===== src/rtl/serial_mca_pkg.sv =====
// Shared types and sizing helpers for the digit-serial maskable-carry adder.
package serial_mca_pkg;

    typedef enum logic [1:0] {StIdle, StAdd, StDone} state_e;

    function automatic int unsigned nslice(int unsigned width, int unsigned slice);
        return width / slice;
    endfunction

    function automatic int unsigned idx_width(int unsigned n);
        return (n <= 1) ? 1 : $clog2(n);
    endfunction

endpackage


===== src/rtl/serial_maskable_carry_adder_if.sv =====
// Operand/result handshake bundle for serial_maskable_carry_adder.
interface serial_maskable_carry_adder_if #(
    parameter int unsigned WIDTH = 16,
    parameter int unsigned SLICE = 4
);
    localparam int unsigned NSlice = WIDTH / SLICE;

    logic              in_valid;
    logic              in_ready;
    logic [WIDTH-1:0]  a;
    logic [WIDTH-1:0]  b;
    logic              cin;
    logic [NSlice-2:0] carry_mask;
    logic              out_valid;
    logic              out_ready;
    logic [WIDTH-1:0]  sum;
    logic              cout;
    logic              carry_dropped;

    modport master (
        output in_valid, a, b, cin, carry_mask, out_ready,
        input  in_ready, out_valid, sum, cout, carry_dropped
    );

    modport slave (
        input  in_valid, a, b, cin, carry_mask, out_ready,
        output in_ready, out_valid, sum, cout, carry_dropped
    );
endinterface


===== src/rtl/serial_maskable_carry_adder_slice_adder.sv =====
// Combinational SLICE-bit ripple adder assembled from full-adder cells.
module slice_adder #(
    parameter int unsigned SLICE = 4
) (
    input  logic [SLICE-1:0] a,
    input  logic [SLICE-1:0] b,
    input  logic             ci,
    output logic [SLICE-1:0] s,
    output logic             co
);
    logic [SLICE:0] c;

    assign c[0] = ci;

    for (genvar i = 0; i < SLICE; i++) begin : gen_fa
        logic p;
        assign p      = a[i] ^ b[i];
        assign s[i]   = p ^ c[i];
        assign c[i+1] = (a[i] & b[i]) | (p & c[i]);
    end

    assign co = c[SLICE];
endmodule


===== src/rtl/serial_maskable_carry_adder.sv =====
// Digit-serial adder: one SLICE-bit slice per cycle, LSB first, with per-boundary carry masking.
module serial_maskable_carry_adder
    import serial_mca_pkg::*;
#(
    parameter int unsigned WIDTH = 16,
    parameter int unsigned SLICE = 4
) (
    input logic clk,
    input logic rst_n,
    serial_maskable_carry_adder_if.slave bus
);
    localparam int unsigned NSlice = nslice(WIDTH, SLICE);
    localparam int unsigned IdxW   = idx_width(NSlice);

    if (NSlice < 2 || (WIDTH % SLICE) != 0) begin : gen_param_err
        $error("serial_maskable_carry_adder: WIDTH must be a multiple of SLICE with >= 2 slices");
    end

    state_e            state_q;
    logic [WIDTH-1:0]  a_q, b_q, sum_q;
    logic [NSlice-2:0] mask_q;
    logic [IdxW-1:0]   idx_q;
    logic              carry_q, cout_q, dropped_q;
    logic              in_ready_q, out_valid_q;

    logic [SLICE-1:0]  s;
    logic              co;
    logic [NSlice-1:0] mask_ext;
    logic              mask_bit;
    logic              last;

    // Top boundary padded with 0 so the index never selects out of range.
    assign mask_ext = {1'b0, mask_q};
    assign mask_bit = mask_ext[idx_q];
    assign last     = (idx_q == IdxW'(NSlice - 1));

    slice_adder #(.SLICE(SLICE)) u_slice_adder (
        .a  (a_q[idx_q*SLICE +: SLICE]),
        .b  (b_q[idx_q*SLICE +: SLICE]),
        .ci (carry_q),
        .s  (s),
        .co (co)
    );

    always_ff @(posedge clk or negedge rst_n) begin
        if (!rst_n) begin
            state_q     <= StIdle;
            a_q         <= '0;
            b_q         <= '0;
            mask_q      <= '0;
            idx_q       <= '0;
            carry_q     <= 1'b0;
            sum_q       <= '0;
            cout_q      <= 1'b0;
            dropped_q   <= 1'b0;
            in_ready_q  <= 1'b1;
            out_valid_q <= 1'b0;
        end else begin
            unique case (state_q)
                StIdle: begin
                    if (bus.in_valid) begin
                        a_q        <= bus.a;
                        b_q        <= bus.b;
                        mask_q     <= bus.carry_mask;
                        carry_q    <= bus.cin;
                        idx_q      <= '0;
                        dropped_q  <= 1'b0;
                        in_ready_q <= 1'b0;
                        state_q    <= StAdd;
                    end
                end
                StAdd: begin
                    sum_q[idx_q*SLICE +: SLICE] <= s;
                    if (last) begin
                        cout_q      <= co;
                        out_valid_q <= 1'b1;
                        state_q     <= StDone;
                    end else begin
                        carry_q   <= co & ~mask_bit;
                        dropped_q <= dropped_q | (co & mask_bit);
                        idx_q     <= idx_q + 1'b1;
                    end
                end
                StDone: begin
                    if (bus.out_ready) begin
                        out_valid_q <= 1'b0;
                        in_ready_q  <= 1'b1;
                        state_q     <= StIdle;
                    end
                end
                default: state_q <= StIdle;
            endcase
        end
    end

    assign bus.in_ready      = in_ready_q;
    assign bus.out_valid     = out_valid_q;
    assign bus.sum           = sum_q;
    assign bus.cout          = cout_q;
    assign bus.carry_dropped = dropped_q;
endmodule


===== src/flat_wrapper.sv =====
// flat-port wrapper written by rule: the top's interface ports become plain ports
module serial_maskable_carry_adder_flat import serial_mca_pkg::*;
#(
    parameter int unsigned WIDTH = 16,
    parameter int unsigned SLICE = 4
)
  (clk, rst_n, bus_in_valid, bus_a, bus_b, bus_cin, bus_carry_mask, bus_out_ready, bus_in_ready, bus_out_valid, bus_sum, bus_cout, bus_carry_dropped);
  serial_maskable_carry_adder_if #(.WIDTH(WIDTH), .SLICE(SLICE)) bus_i ();
  input logic clk;
  input logic rst_n;
  input wire logic [$bits(bus_i.in_valid)-1:0] bus_in_valid;
  input wire logic [$bits(bus_i.a)-1:0] bus_a;
  input wire logic [$bits(bus_i.b)-1:0] bus_b;
  input wire logic [$bits(bus_i.cin)-1:0] bus_cin;
  input wire logic [$bits(bus_i.carry_mask)-1:0] bus_carry_mask;
  input wire logic [$bits(bus_i.out_ready)-1:0] bus_out_ready;
  output wire logic [$bits(bus_i.in_ready)-1:0] bus_in_ready;
  output wire logic [$bits(bus_i.out_valid)-1:0] bus_out_valid;
  output wire logic [$bits(bus_i.sum)-1:0] bus_sum;
  output wire logic [$bits(bus_i.cout)-1:0] bus_cout;
  output wire logic [$bits(bus_i.carry_dropped)-1:0] bus_carry_dropped;
  assign bus_i.in_valid = bus_in_valid;
  assign bus_i.a = bus_a;
  assign bus_i.b = bus_b;
  assign bus_i.cin = bus_cin;
  assign bus_i.carry_mask = bus_carry_mask;
  assign bus_i.out_ready = bus_out_ready;
  assign bus_in_ready = bus_i.in_ready;
  assign bus_out_valid = bus_i.out_valid;
  assign bus_sum = bus_i.sum;
  assign bus_cout = bus_i.cout;
  assign bus_carry_dropped = bus_i.carry_dropped;
  serial_maskable_carry_adder #(.WIDTH(WIDTH), .SLICE(SLICE)) u_core (.clk(clk), .rst_n(rst_n), .bus(bus_i));
endmodule

===== config.mk =====
export PLATFORM = sky130hd
export DESIGN_NAME = serial_maskable_carry_adder_flat
export DESIGN_NICKNAME = d
export VERILOG_FILES = /design/src/rtl/serial_mca_pkg.sv /design/src/rtl/serial_maskable_carry_adder_if.sv /design/src/rtl/serial_maskable_carry_adder_slice_adder.sv /design/src/rtl/serial_maskable_carry_adder.sv /design/src/flat_wrapper.sv
export SDC_FILE = /design/constraint.sdc
export NUM_CORES = 1
export LEC_CHECK = 0
export ABC_AREA = 1
export ABC_CLOCK_PERIOD_IN_PS = 4100
export CAP_MARGIN = 0
export CELL_PAD_IN_SITES_DETAIL_PLACEMENT = 1
export CELL_PAD_IN_SITES_GLOBAL_PLACEMENT = 1
export CORE_MARGIN = 4
export CORE_UTILIZATION = 40
export DETAILED_ROUTE_END_ITERATION = 10
export GPL_TIMING_DRIVEN = 0
export PLACE_DENSITY = 0.95
export SLEW_MARGIN = 20
export SYNTH_ARGS = -nofsm -noshare
export SYNTH_HDL_FRONTEND = slang
export SYNTH_HIERARCHICAL = 1
export SYNTH_SLANG_ARGS = --single-unit

===== constraint.sdc =====
create_clock -name clk -period 4.1 [get_ports clk]
set_input_delay 0.82 -clock clk [delete_from_list [all_inputs] [get_ports clk]]
set_output_delay 0.82 -clock clk [all_outputs]
set_load 0.1 [all_outputs]

==> flow_metrics.tcl <==
set metrics [dict create \
    cts_max_path_buffers 2 \
    syn-num-nets 388 \
    die_area_um2 8450 \
    cts_htree_levels 3 \
    coreArea_um2 6830 \
    synthArstFlopShare_pct 100 \
    first_global_vias 2907 \
    fin_tns_setup_ns 0 \
    cts_resized 0 \
    clock_skew_ns 0.00872 \
    finalSetupViolations 0 \
    hold_path_class "reg -> reg" \
    drc 0 \
    routed-wl-met2_um 4460 \
    pre_cts_slack_ns 0.855 \
    top_layer "met4" \
    grt_pass1_wl_um 13700 \
    grt_use_total_pct 20.8 \
    vias 2543 \
    crit_type "reg -> reg" \
    avgSynthCellArea_um2 8.32 \
    start_util_pct 41.3 \
    regArea_um2 1500 \
    synth_area_leaders "dfrtp_1, nand2_1, o21ai_0, inv_1, nor2_1" \
    multi_input_area_um2 1120 \
    path_clk_slew_ns 0.07 \
    grt_max_degree 61 \
    crit_path_max_incr_delay_ns 0.59 \
    final_nets 458 \
    fmax_mhz 298 \
    ctsHoldBuffers 0 \
    min_period_over_period_pct 81.8 \
    netlist_area_um2 2820 \
    dpl.cell_count 494 \
    synth_flop_cell "dfrtp_1" \
    synth_top_cell_by_area "dfrtp_1" \
    dieHeight_um 92.0 \
    port-buffer-count 59 \
    rsz0062_at_grt "false" \
    dp_hpwl_um 5880 \
    ys_types 24 \
    viasPerCell 4.99 \
    drive_gt1_share_pct 9.18 \
    antenna_left 0 \
    ys_top_cells_by_count "nand2_1, dfrtp_1, o21ai_0" \
    endpoint_kind "flop" \
    synth.yosys.seq_area_share_pct 53.3 \
    cts_setup_buffers 0 \
    cp_slowest_cell "dfrtp_1" \
    start_kind "flop" \
    antenna_found_initial 0 \
    insertion_delay_ns 0.33 \
    initialDrtViolationCount 96 \
    stdcell_count 510 \
    ios 60 \
    fp.dieW_um 92.0 \
    status "completed" \
    synth_warnings 6 \
    yosysMostFrequentCell "nand2_1" \
    overflow 0 \
    worstPathMaxFanout 12 \
    ys_ff_latch 60 \
    critPathTopFamily "adder cells" \
    firstDrtPassIters 4 \
    wl_met3_um 306 \
    cp_common_cell "inv_1" \
    synth_top_area_share_pct 52.4 \
    slew_viol_final 0 \
    cts.sinks 60 \
    hold_violations 0 \
    tightestPinTransition_ns 0.977 \
    critPathBufInv 6 \
    cts_made_buffers 9 \
    place_congestion 0.802 \
    cp.arrival_ns 3.60 \
    clock-root-buffer "clkbuf_8" \
    crit_chain "inv_1 > buf_2 > o21ai_0 > o22ai_1 > inv_1 > fa_1 > inv_1 > fa_1 > fa_1 > inv_1 > fa_1 > inv_1 > nand3_1 > o21ai_0" \
    rows 30 \
    num_antenna_cells 0 \
    layout_min_cycle_time_ns 3.35 \
    required_ns 4.35 \
    syn_inst 339 \
    fillerInstances 839 \
    slew_headroom_pct 34.6 \
    wl_met1_um 3110 \
    synth-edff-count 0 \
    wire_per_inst_um 15.8 \
    timing.final.ws_setup_ns 0.745 \
    reg2reg_slack_ns 0.75 \
    area_growth_pct 34.0 \
    wirelength_um 8040 \
    cts_tree "yes" \
    cap_violations 0 \
]
==> worst paths after layout <==
path | startpoint | end | depth (start not counted)
worst max-delay path | u_core/idx_q[1]$_DFFE_PN0P_ | u_core/bus.sum[15]$_DFFE_PN0P_ | 14
worst min-delay path | u_core/bus.in_ready$_DFFE_PN1P_ | u_core/bus.in_ready$_DFFE_PN1P_ | 2
worst max register to register | u_core/idx_q[1]$_DFFE_PN0P_ | u_core/bus.sum[15]$_DFFE_PN0P_ | 14
worst min register to register | u_core/bus.in_ready$_DFFE_PN1P_ | u_core/bus.in_ready$_DFFE_PN1P_ | 2
max in group asynchronous | rst_n | u_core/b_q[15]$_DFFE_PN0P_ | 1
min in group asynchronous | rst_n | u_core/bus.sum[9]$_DFFE_PN0P_ | 1
==> cells in the final DEF, fill, tap and decap left out, drive strengths merged, types with 8 or more instances in the layout <==
master and n:
o22ai 8, clkdlybuf4s50 58, o21ai 45, buf 14, nand3 10, nand2 135
clkbuf 12, inv 28, dfrtp 59, nor2 23
==> per-layer routing <==
metal / vias to the layer above / global-route usage (%)
met5: - / 0
li1: 1207 / -
met1: 1257 / 22.3
met3: 17 / 4.43
met2: 62 / 39.6
met4: 0 / 7.80
==> worst register-to-register path, delay by kind of cell (launching register included) <==
family                     cells  cell delay [ns]
AOI/OAI and AO/OA              3             0.42
adders and majority gates      4             1.36
buffers and inverters          6             0.74
DFF                            1             0.59
and+or+nand+nor                1             0.14
==> cells by family (layout without fill, tap and decap cells) <==
family	Yosys count	count (layout)	synth area share [%]
buffers and inverters	43	118	7.01
adder cells (fa/ha/maj)	9	9	5.06
AO/OA/AOI/OAI	57	57	10.6
flip-flops	60	60	53.3
AND/OR/NAND/NOR	170	170	24.1
==> registers in the layout, indices dropped and copies added, names as in the netlist <==
register	cells
u_core/bus.carry_dropped	1
u_core/idx_q	2
u_core/a_q	16
u_core/bus.out_valid	1
u_core/bus.sum	16
u_core/mask_q	3
u_core/bus.cout	1
u_core/state_q	2
u_core/b_q	16
u_core/carry_q	1
u_core/bus.in_ready	1
==> cell type report <==
cell class | instances | area share (%)
flip-flops and latches | 60 | 39.8
plain buffers | 13 | 2.22
well taps | 96 | 3.18
multi-input cells | 236 | 29.6
inverters | 30 | 3.01
repair buffers | 59 | 15.6
clock inverters | 4 | 2.52
clock buffers | 12 | 4.11
==> through the flow <==
step / hold WS [ns] / util, % / area, um2
floorplan: 0.444 / - / 2820
global placement: 0.454 / 51.7 / 3530
detailed placement: 0.462 / 51.6 / 3530
CTS: 0.478 / 55.3 / 3780
global route: 0.503 / 55.3 / 3780
finish: 0.476 / 55.3 / 3780
Power is not shown: default switching activity piles up to over one toggle a cycle in this logic, so the estimate is an artifact.
